### src/rtl/btn_pkg.sv
// Shared definitions for the button conditioner: hold-state encoding and
// default timing for a 12 MHz clock.
package btn_pkg;

  typedef enum logic [1:0] {
    IDLE      = 2'd0,
    HELD      = 2'd1,
    LONG_HELD = 2'd2
  } hold_state_t;

  localparam int unsigned DEF_NUM_BTN         = 4;
  localparam logic [3:0]  DEF_ACTIVE_LOW_MASK = 4'b0001;
  localparam int unsigned DEF_DEBOUNCE_CYCLES = 120000;
  localparam int unsigned DEF_LONG_CYCLES     = 6000000;

endpackage

### src/rtl/btn_channel.sv
// One button: two-flop synchroniser, polarity fix, debouncer and hold FSM
// producing a clean level plus registered one-cycle event pulses.
module btn_channel
  import btn_pkg::*;
#(
  parameter logic        ACTIVE_LOW      = 1'b0,
  parameter int unsigned DEBOUNCE_CYCLES = DEF_DEBOUNCE_CYCLES,
  parameter int unsigned LONG_CYCLES     = DEF_LONG_CYCLES
) (
  input  logic clk,
  input  logic rst_n,
  input  logic raw,
  output logic level,
  output logic ev_press,
  output logic ev_release,
  output logic ev_short,
  output logic ev_long
);

  localparam int unsigned DW = $clog2(DEBOUNCE_CYCLES + 1);
  localparam int unsigned HW = $clog2(LONG_CYCLES + 1);

  logic          sync1, sync2;
  logic          p_c;
  logic [DW-1:0] dcnt;
  logic          toggle_c, rise_c, fall_c;

  hold_state_t   state_q, state_d;
  logic [HW-1:0] hcnt_q, hcnt_d;
  logic          press_d, release_d, short_d, long_d;

  // Synchroniser idles at the unpressed physical level so reset never looks like a press
  always_ff @(posedge clk or negedge rst_n) begin
    if (!rst_n) begin
      sync1 <= ACTIVE_LOW;
      sync2 <= ACTIVE_LOW;
    end else begin
      sync1 <= raw;
      sync2 <= sync1;
    end
  end

  assign p_c      = sync2 ^ ACTIVE_LOW;
  assign toggle_c = (p_c != level) && (dcnt == DW'(DEBOUNCE_CYCLES - 1));
  assign rise_c   = toggle_c && !level;
  assign fall_c   = toggle_c && level;

  // Any sample agreeing with the current level restarts the stability count
  always_ff @(posedge clk or negedge rst_n) begin
    if (!rst_n) begin
      dcnt  <= '0;
      level <= 1'b0;
    end else begin
      if ((p_c == level) || toggle_c) dcnt <= '0;
      else                            dcnt <= dcnt + DW'(1);
      if (toggle_c) level <= ~level;
    end
  end

  always_ff @(posedge clk or negedge rst_n) begin
    if (!rst_n) begin
      state_q    <= IDLE;
      hcnt_q     <= '0;
      ev_press   <= 1'b0;
      ev_release <= 1'b0;
      ev_short   <= 1'b0;
      ev_long    <= 1'b0;
    end else begin
      state_q    <= state_d;
      hcnt_q     <= hcnt_d;
      ev_press   <= press_d;
      ev_release <= release_d;
      ev_short   <= short_d;
      ev_long    <= long_d;
    end
  end

  // Hold FSM; a release on the LONG edge takes priority so the hold counts as short
  always_comb begin
    state_d   = state_q;
    hcnt_d    = hcnt_q;
    press_d   = 1'b0;
    release_d = 1'b0;
    short_d   = 1'b0;
    long_d    = 1'b0;
    unique case (state_q)
      IDLE: begin
        if (rise_c) begin
          state_d = HELD;
          hcnt_d  = '0;
          press_d = 1'b1;
        end
      end
      HELD: begin
        if (fall_c) begin
          state_d   = IDLE;
          release_d = 1'b1;
          short_d   = 1'b1;
        end else begin
          hcnt_d = hcnt_q + HW'(1);
          if (hcnt_q == HW'(LONG_CYCLES - 1)) begin
            state_d = LONG_HELD;
            long_d  = 1'b1;
          end
        end
      end
      LONG_HELD: begin
        if (fall_c) begin
          state_d   = IDLE;
          release_d = 1'b1;
        end
      end
      default: state_d = IDLE;
    endcase
  end

endmodule

### src/rtl/button_conditioner.sv
// Array of independent button channels turning raw board pins into clean
// active-high levels and PRESS/RELEASE/SHORT/LONG pulses.
module button_conditioner
  import btn_pkg::*;
#(
  parameter int unsigned        NUM_BTN         = DEF_NUM_BTN,
  parameter logic [NUM_BTN-1:0] ACTIVE_LOW_MASK = NUM_BTN'(DEF_ACTIVE_LOW_MASK),
  parameter int unsigned        DEBOUNCE_CYCLES = DEF_DEBOUNCE_CYCLES,
  parameter int unsigned        LONG_CYCLES     = DEF_LONG_CYCLES
) (
  input  logic               CLK,
  input  logic               RST_N,
  input  logic [NUM_BTN-1:0] BTN_RAW,
  output logic [NUM_BTN-1:0] LEVEL,
  output logic [NUM_BTN-1:0] PRESS,
  output logic [NUM_BTN-1:0] RELEASE,
  output logic [NUM_BTN-1:0] SHORT,
  output logic [NUM_BTN-1:0] LONG
);

  for (genvar i = 0; i < NUM_BTN; i++) begin : g_ch
    btn_channel #(
      .ACTIVE_LOW     (ACTIVE_LOW_MASK[i]),
      .DEBOUNCE_CYCLES(DEBOUNCE_CYCLES),
      .LONG_CYCLES    (LONG_CYCLES)
    ) u_ch (
      .clk       (CLK),
      .rst_n     (RST_N),
      .raw       (BTN_RAW[i]),
      .level     (LEVEL[i]),
      .ev_press  (PRESS[i]),
      .ev_release(RELEASE[i]),
      .ev_short  (SHORT[i]),
      .ev_long   (LONG[i])
    );
  end

endmodule
### config.mk
export PLATFORM = sky130hd
export DESIGN_NAME = button_conditioner
export DESIGN_NICKNAME = d
export VERILOG_FILES = /design/src/rtl/btn_pkg.sv /design/src/rtl/btn_channel.sv /design/src/rtl/button_conditioner.sv
export SDC_FILE = /design/constraint.sdc
export NUM_CORES = 1
export LEC_CHECK = 0
export CORE_ASPECT_RATIO = 0.6
export CORE_UTILIZATION = 35
export DETAILED_ROUTE_END_ITERATION = 10
export PLACE_DENSITY_LB_ADDON = 0.2
export SLEW_MARGIN = 20
export SYNTH_ARGS = -nofsm -noshare
export SYNTH_HDL_FRONTEND = slang
export SYNTH_SLANG_ARGS = --single-unit
### constraint.sdc
create_clock -name CLK -period 2.8 [get_ports CLK]
set_input_delay 0.42 -clock CLK [delete_from_list [all_inputs] [get_ports CLK]]
set_output_delay 0.42 -clock CLK [all_outputs]
set_load 0.005 [all_outputs]
# After elaboration in Yosys (flattened, before gate mapping)

Cells that the tools add are included.
W data, S select, Z words.

Add/sub/neg operators: 8
Equality and inequality tests: 40
Multiplexer cells: 68
Bitwise operators: 5
Reduce and logical (&&, ||, !) cells: 40

Operators by type and width:

| kind                    | count |
|---|---|
| $mux W23                | 8 |
| $pmux W23 S2            | 4 |
| $add A23 B1 Y23 const B | 4 |
| $eq A23 B23 Y1 const B  | 4 |
| $add A17 B1 Y17 const B | 4 |
| $eq A17 B17 Y1 const B  | 4 |
| $mux W17                | 4 |
| $mux W1                 | 32 |
| $mux W2                 | 16 |
| $pmux W2 S3             | 4 |
| $reduce_and A3 Y1       | 8 |
| $ne A2 B1 Y1 const B    | 8 |
| $logic_and A1 B1 Y1     | 12 |
| $ne A3 B1 Y1 const B    | 4 |
| $eq A2 B1 Y1 const B    | 4 |
| $eq A2 B2 Y1 const B    | 4 |
| $logic_not A2 Y1        | 4 |
| $ne A2 B2 Y1 const B    | 4 |
| $reduce_bool A2 Y1      | 4 |
| $reduce_or A2 Y1        | 4 |
| $not A1 Y1              | 5 |
| $eq A1 B1 Y1            | 4 |
| $logic_not A1 Y1        | 4 |
| $logic_or A1 B1 Y1      | 4 |
| $ne A1 B1 Y1            | 4 |

Flip-flop bits (word level): 196
Input port bits: 6
Output and inout port bits: 20

# Longest topological paths before layout

Depth in word-level cells: 6
Depth in mapped cells: 9
Mapped depth without buffers: 7

# By module

From an unflattened synthesis, not the netlist that was laid out.

Cell total of the unflattened synthesis: 1167
Area, all modules: 10950.5 sq um

Modules (own cells, without submodules):

| module                     | instances | cells each | area an instance (sq um) | seq. area each (sq um) |
|---|---|---|---|---|
| btn_channel (g_ch[2].u_ch) | 1         | 303        | 2865.2                   | 1226.2 |
| btn_channel (g_ch[1].u_ch) | 1         | 297        | 2746.4                   | 1226.2 |
| btn_channel (g_ch[0].u_ch) | 1         | 285        | 2711.4                   | 1228.7 |
| btn_channel (g_ch[3].u_ch) | 1         | 282        | 2627.5                   | 1226.2 |

# Least setup slack after synthesis

Ideal clock, no wire load.

Kind: register to register
Start: reg g_ch[0].u_ch.hcnt_q[14]
End: reg g_ch[0].u_ch.state_q[0]
Arrival: 2120 ps
Required time: 2731 ps
Slack: 612 ps
Cell stages (with the launch flop): 6
Buffers on the path: 0
Cells stage by stage: dfrtp_1 > or4b_1 > or4_1 > o21a_1 > or4_1 > nand3_1

Word-level cells in the longest chain between the ends: 3

Ends and longest elaborated chain:

| item                               | RTL line           | source |
|---|---|---|
| start: declaration                 | btn_channel.sv:29  | `logic [HW-1:0] hcnt_q, hcnt_d;` |
| start signal: assignment           | btn_channel.sv:70  | `hcnt_q <= hcnt_d;` |
| $eq A23 B23 Y1                     | btn_channel.sv:101 | `if (hcnt_q == HW'(LONG_CYCLES - 1)) begin` |
| $ne A3 B1 Y1 (no source line)      | n/a                |  |
| $reduce_and A3 Y1 (no source line) | n/a                |  |
| end signal: assignment             | btn_channel.sv:69  | `state_q <= state_d;` |
| end: declaration                   | btn_channel.sv:28  | `hold_state_t state_q, state_d;` |

No other way between the ends.
A chain may end at the register's enable or synchronous reset.

# Final worst setup path

Start: reg g_ch[3].u_ch.dcnt[9]
End: reg g_ch[3].u_ch.hcnt_q[20]

Word-level cells in the longest chain between the ends: 5
Elaborated cells on any way between the ends: 7
Those cells by class: eq/ne: 3; reduce/logical: 4

Ends and longest elaborated chain:

| item                                                                 | RTL line                             | source |
|---|---|---|
| start: declaration                                                   | btn_channel.sv:25                    | `logic [DW-1:0] dcnt;` |
| start signal: assignment                                             | btn_channel.sv:55                    | `else dcnt <= dcnt + DW'(1);` |
| $eq A17 B17 Y1 *                                                     | btn_channel.sv:44                    | `assign toggle_c = (p_c != level) && (dcnt == DW'(DEBOUNCE_CYCLES - 1));` |
| $logic_and A1 B1 Y1 *                                                | btn_channel.sv:44                    |  |
| $logic_and A1 B1 Y1, on equally long branches                        | btn_channel.sv:46, btn_channel.sv:45 |  |
| $ne A2 B2 Y1 (no source line) / $ne A2 B1 Y1 (equally long branches) | n/a                                  |  |
| $reduce_and A3 Y1 (no source line) *                                 | n/a                                  |  |
| end signal: assignment                                               | btn_channel.sv:70                    |  |
| end: declaration                                                     | btn_channel.sv:29                    |  |

Mark *: on every way between the ends. The rest lies on a longest branch, timed or not.

==> flow_summary.json <==
{
  "run_status": "finished, final reports clean",
  "required_arrival_time_at_the_worst_endpoint_ns": 3.19,
  "crit_path_cell_trace": "or4b_4 -> nor4_4 -> a31oi_2 -> buf_4 -> or4_1 -> nand3_1",
  "yosysUniqueCellTypes": 79,
  "cts.reportedPaths.clkPinSlew_ns": 0.07,
  "detailedRoute.firstPassIterationCount": 5,
  "yosys_most_used_dff": "dfrtp_1",
  "reg2reg_setup_slack_ns": 0.32,
  "drt_first_iter_violations": 691,
  "start_kind": "register",
  "gp_congestion": 0.814,
  "yosys.cell_count.top_type": "dfrtp_1",
  "worst-path-buf-inv": 1,
  "yosys-top-cells-area": "dfrtp_1 (44%), nor2_1 (4.1%), nand3_1 (3.3%), nand2_1 (3.1%), xor2_1 (2.8%)",
  "setup_viol_count_final": 0,
  "synthArstFlopShare_pct": 100,
  "worstPathArrival_ns": 2.87,
  "syn_inst": 1180,
  "grt_start_max_net_pins": 84,
  "p_per_area_mw_per_mm2": 463,
  "timing_worst_slew_pin_value_ns": 0.869,
  "cts.sinks": 196,
  "timing.reg2reg.worst_path_depth": 6,
  "drt.antenna.violating_nets": 0,
  "timing.max_slew.rel_slack_pct": 41.5,
  "power_leakage_uw": 0.00514,
  "grt_pass1_wl_mm": 44.0,
  "path_depth": 6,
  "swShare_pct": 21.7,
  "capture_point_of_the_critical_path": "g_ch[3].u_ch.hcnt_q[20]",
  "cp_slowest_stage_delay_ns": 0.57,
  "synth_common_cells": "dfrtp_1 (194), nor2_1 (118), nand2_1 (89)",
  "vdd_ir_drop_max_mv": 0.479,
  "critPathTopFamily": "simple AND/OR/NAND/NOR gates",
  "max_clock_freq_mhz": 404,
  "tritoncts.num_buffers": 17,
  "final-max-slew-violation-count": 0,
  "areaGrowthSynthToFinish_pct": 12.6,
  "setup.worst_path.end_class": "register",
  "synth_area_leader_cell": "dfrtp_1",
  "syn-cell-area_mm2": 0.0109,
  "die_area_mm2": 0.0319,
  "rr_startpoint": "g_ch[3].u_ch.dcnt[9]",
  "average_footprint_of_a_synthesized_cell_um2": 9.26,
  "synth_seq_cells": 196,
  "post-dp-hpwl_mm": 17.7,
  "drc": 0,
  "design.core.area_mm2": 0.0303,
  "worst_path_fanout_max": 12,
  "final.fill_count": 3011,
  "floorplan.initialDensity_pct": 36.1,
  "finalWorstPathRequiredPeriod_ns": 2.48,
  "clk_path_buf_depth": 2,
  "power_switching_uw": 1240,
  "globalRoute.totalOverflow": 0,
  "p_comb_share_pct": 2.2,
  "synth-seq-area-share_pct": 44.9,
  "numPortBuffers": 25,
  "power.total_uw": 5690,
  "globalRouteTotalUtil_pct": 16.9,
  "num_antenna_cells": 0,
  "finalHoldViolCount": 0,
  "clkLatencyLatePin_ns": 0.45,
  "placementRows": 49,
  "layout-drive-gt1-share_pct": 8.06,
  "pwr-share-clk_pct": 47.3,
  "clock_tree_skew_after_final_layout_ns": 0.0111,
  "r2r-end": "g_ch[3].u_ch.hcnt_q[20]",
  "buffer_type_at_the_clock_tree_root": "clkbuf_16",
  "non_filler_instances": 1611,
  "total_via_count_after_detailed_routing": 8857,
  "cts_post_setup_buffers_inserted": 0,
  "drt-vias-per-instance": 5.50,
  "power.share.sequential_pct": 50.5,
  "setup_repair_after_global_routing_missed_its_margin": "false",
  "cts_htree_levels": 4,
  "route.detailed.wl_per_inst_um": 15.8,
  "dp.cells": 1579,
  "path_class": "register to register",
  "yosysTopAreaCellShare_pct": 44.4,
  "hold_path_class": "register to register",
  "die_h_um": 139,
  "synth-edff-count": 0,
  "cts_tree": "yes",
  "cap_viol_max_count": 0,
  "synth_fp_nets": 1206,
  "totalWireLength_mm": 25.5,
  "first_global_vias": 8412,
  "synth.yosys.warnings": 0,
  "pin_count": 26,
  "layout_worst_path_cycle_share_pct": 88.5,
  "setup_tns_ns": 0,
  "timing.hold.ws_ns": 0.349,
  "antenna_found_initial": 0,
  "fin_nets": 1217,
  "post_cts_resize_count": 0,
  "die_x_um": 230,
  "worst_setup_startpoint": "g_ch[3].u_ch.dcnt[9]",
  "internal_power_uw": 4450,
  "cpMaxStageDelayCell": "or4b_4"
}
[power by group through the flow]
stage	clock (uW)	combinational, uW	sequential [uW]
after floorplan	0	47.0	2920
after global placement	0	133	2920
after detailed placement	0	133	2930
after CTS	2780	135	2870
after global routing	2900	151	2870
final	2690	127	2870
[how the worst min path moves through the flow]
stage / from / end / slack [ns] / depth (start not counted)
3_3_place_gp: g_ch[2].u_ch.sync1 / g_ch[2].u_ch.p_c / 0.33 / 0
2_1_floorplan: RST_N / g_ch[0].u_ch.dcnt[0] / 0.12 / 0
3_5_place_dp: g_ch[2].u_ch.sync1 / g_ch[2].u_ch.p_c / 0.33 / 0
6_report: g_ch[3].u_ch.sync1 / g_ch[3].u_ch.p_c / 0.35 / 0
5_1_grt: BTN_RAW[0] / g_ch[0].u_ch.sync1 / 0.35 / 1
4_1_cts: g_ch[2].u_ch.sync1 / g_ch[2].u_ch.p_c / 0.35 / 0
[cells in the final DEF, fill, tap and decap left out, drive strengths merged, types with 17 or more instances in the layout]
| cell | instances |
|---|---|
| buf | 42 |
| xor2 | 35 |
| o21ai | 45 |
| nor4 | 17 |
| o31ai | 21 |
| clkbuf | 20 |
| dfrtp | 194 |
| and3 | 34 |
| nor2 | 118 |
| nand2 | 89 |
| clkdlybuf4s50 | 24 |
| and2 | 26 |
| a31oi | 20 |
| inv | 53 |
| ha | 20 |
| a21oi | 25 |
| o22ai | 19 |
| nand3 | 73 |
| nand4 | 44 |
| a22o | 23 |
| xnor2 | 26 |
| nor3 | 25 |
[flip-flops by register name, summed over array words and instances (netlist names)]
register and count:
g_ch.u_ch.hcnt_q 92, g_ch.u_ch.dcnt 68, g_ch.u_ch.state_q 8, g_ch.u_ch.ev_long 4, g_ch.u_ch.ev_press 4, g_ch.u_ch.ev_release 4, g_ch.u_ch.ev_short 4, g_ch.u_ch.level 4
g_ch.u_ch.sync1 4, g_ch.u_ch.p_c 3, g_ch.u_ch.sync2 1
[through the flow]
step,area (um2),setup slack [ns],utilization (%)
final,12300,0.322,40.6
after detailed placement,11600,0.340,38.4
after floorplan,10900,0.612,-
after CTS,12300,0.315,40.6
after global placement,11600,0.345,38.4
after global routing,12300,0.125,40.6
[kinds of logic after synthesis]
family          after synthesis  share of synthesized area, %
compound gates              254                          16.8
xor+xnor                     61                          4.89
fa+ha+maj                    20                          2.29
buf+inv                     128                          5.24
flops                       196                          44.9
mux                          10                         0.917
simple gates                511                          24.9
[what timing repair did]
action | in CTS | in global routing
endpoints found under the setup margin | 0 | 0
endpoints found under the hold margin | 47 | 0
hold buffers | 1 | 0
[final cells by class]
cell class,count,area (um2),share of cell area (%)
Multi-Input combinational cell,856,5450,44.3
Sequential cell,196,4910,39.9
Timing Repair Buffer,67,586,4.76
Tap cell,408,510,4.15
Clock buffer,20,467,3.80
Inverter,53,199,1.62
Clock inverter,11,175,1.42
[metal layers]
| metal | routed length, um | global-route usage (%) | up-vias |
|---|---|---|---|
| met5 | 0 | 0 | - |
| met4 | 245 | 4.74 | 0 |
| li1 | - | - | 4340 |
| met2 | 10100 | 22.5 | 136 |
| met1 | 14200 | 26.6 | 4363 |
| met3 | 854 | 3.74 | 18 |
(Power assumes the default switching activity.)
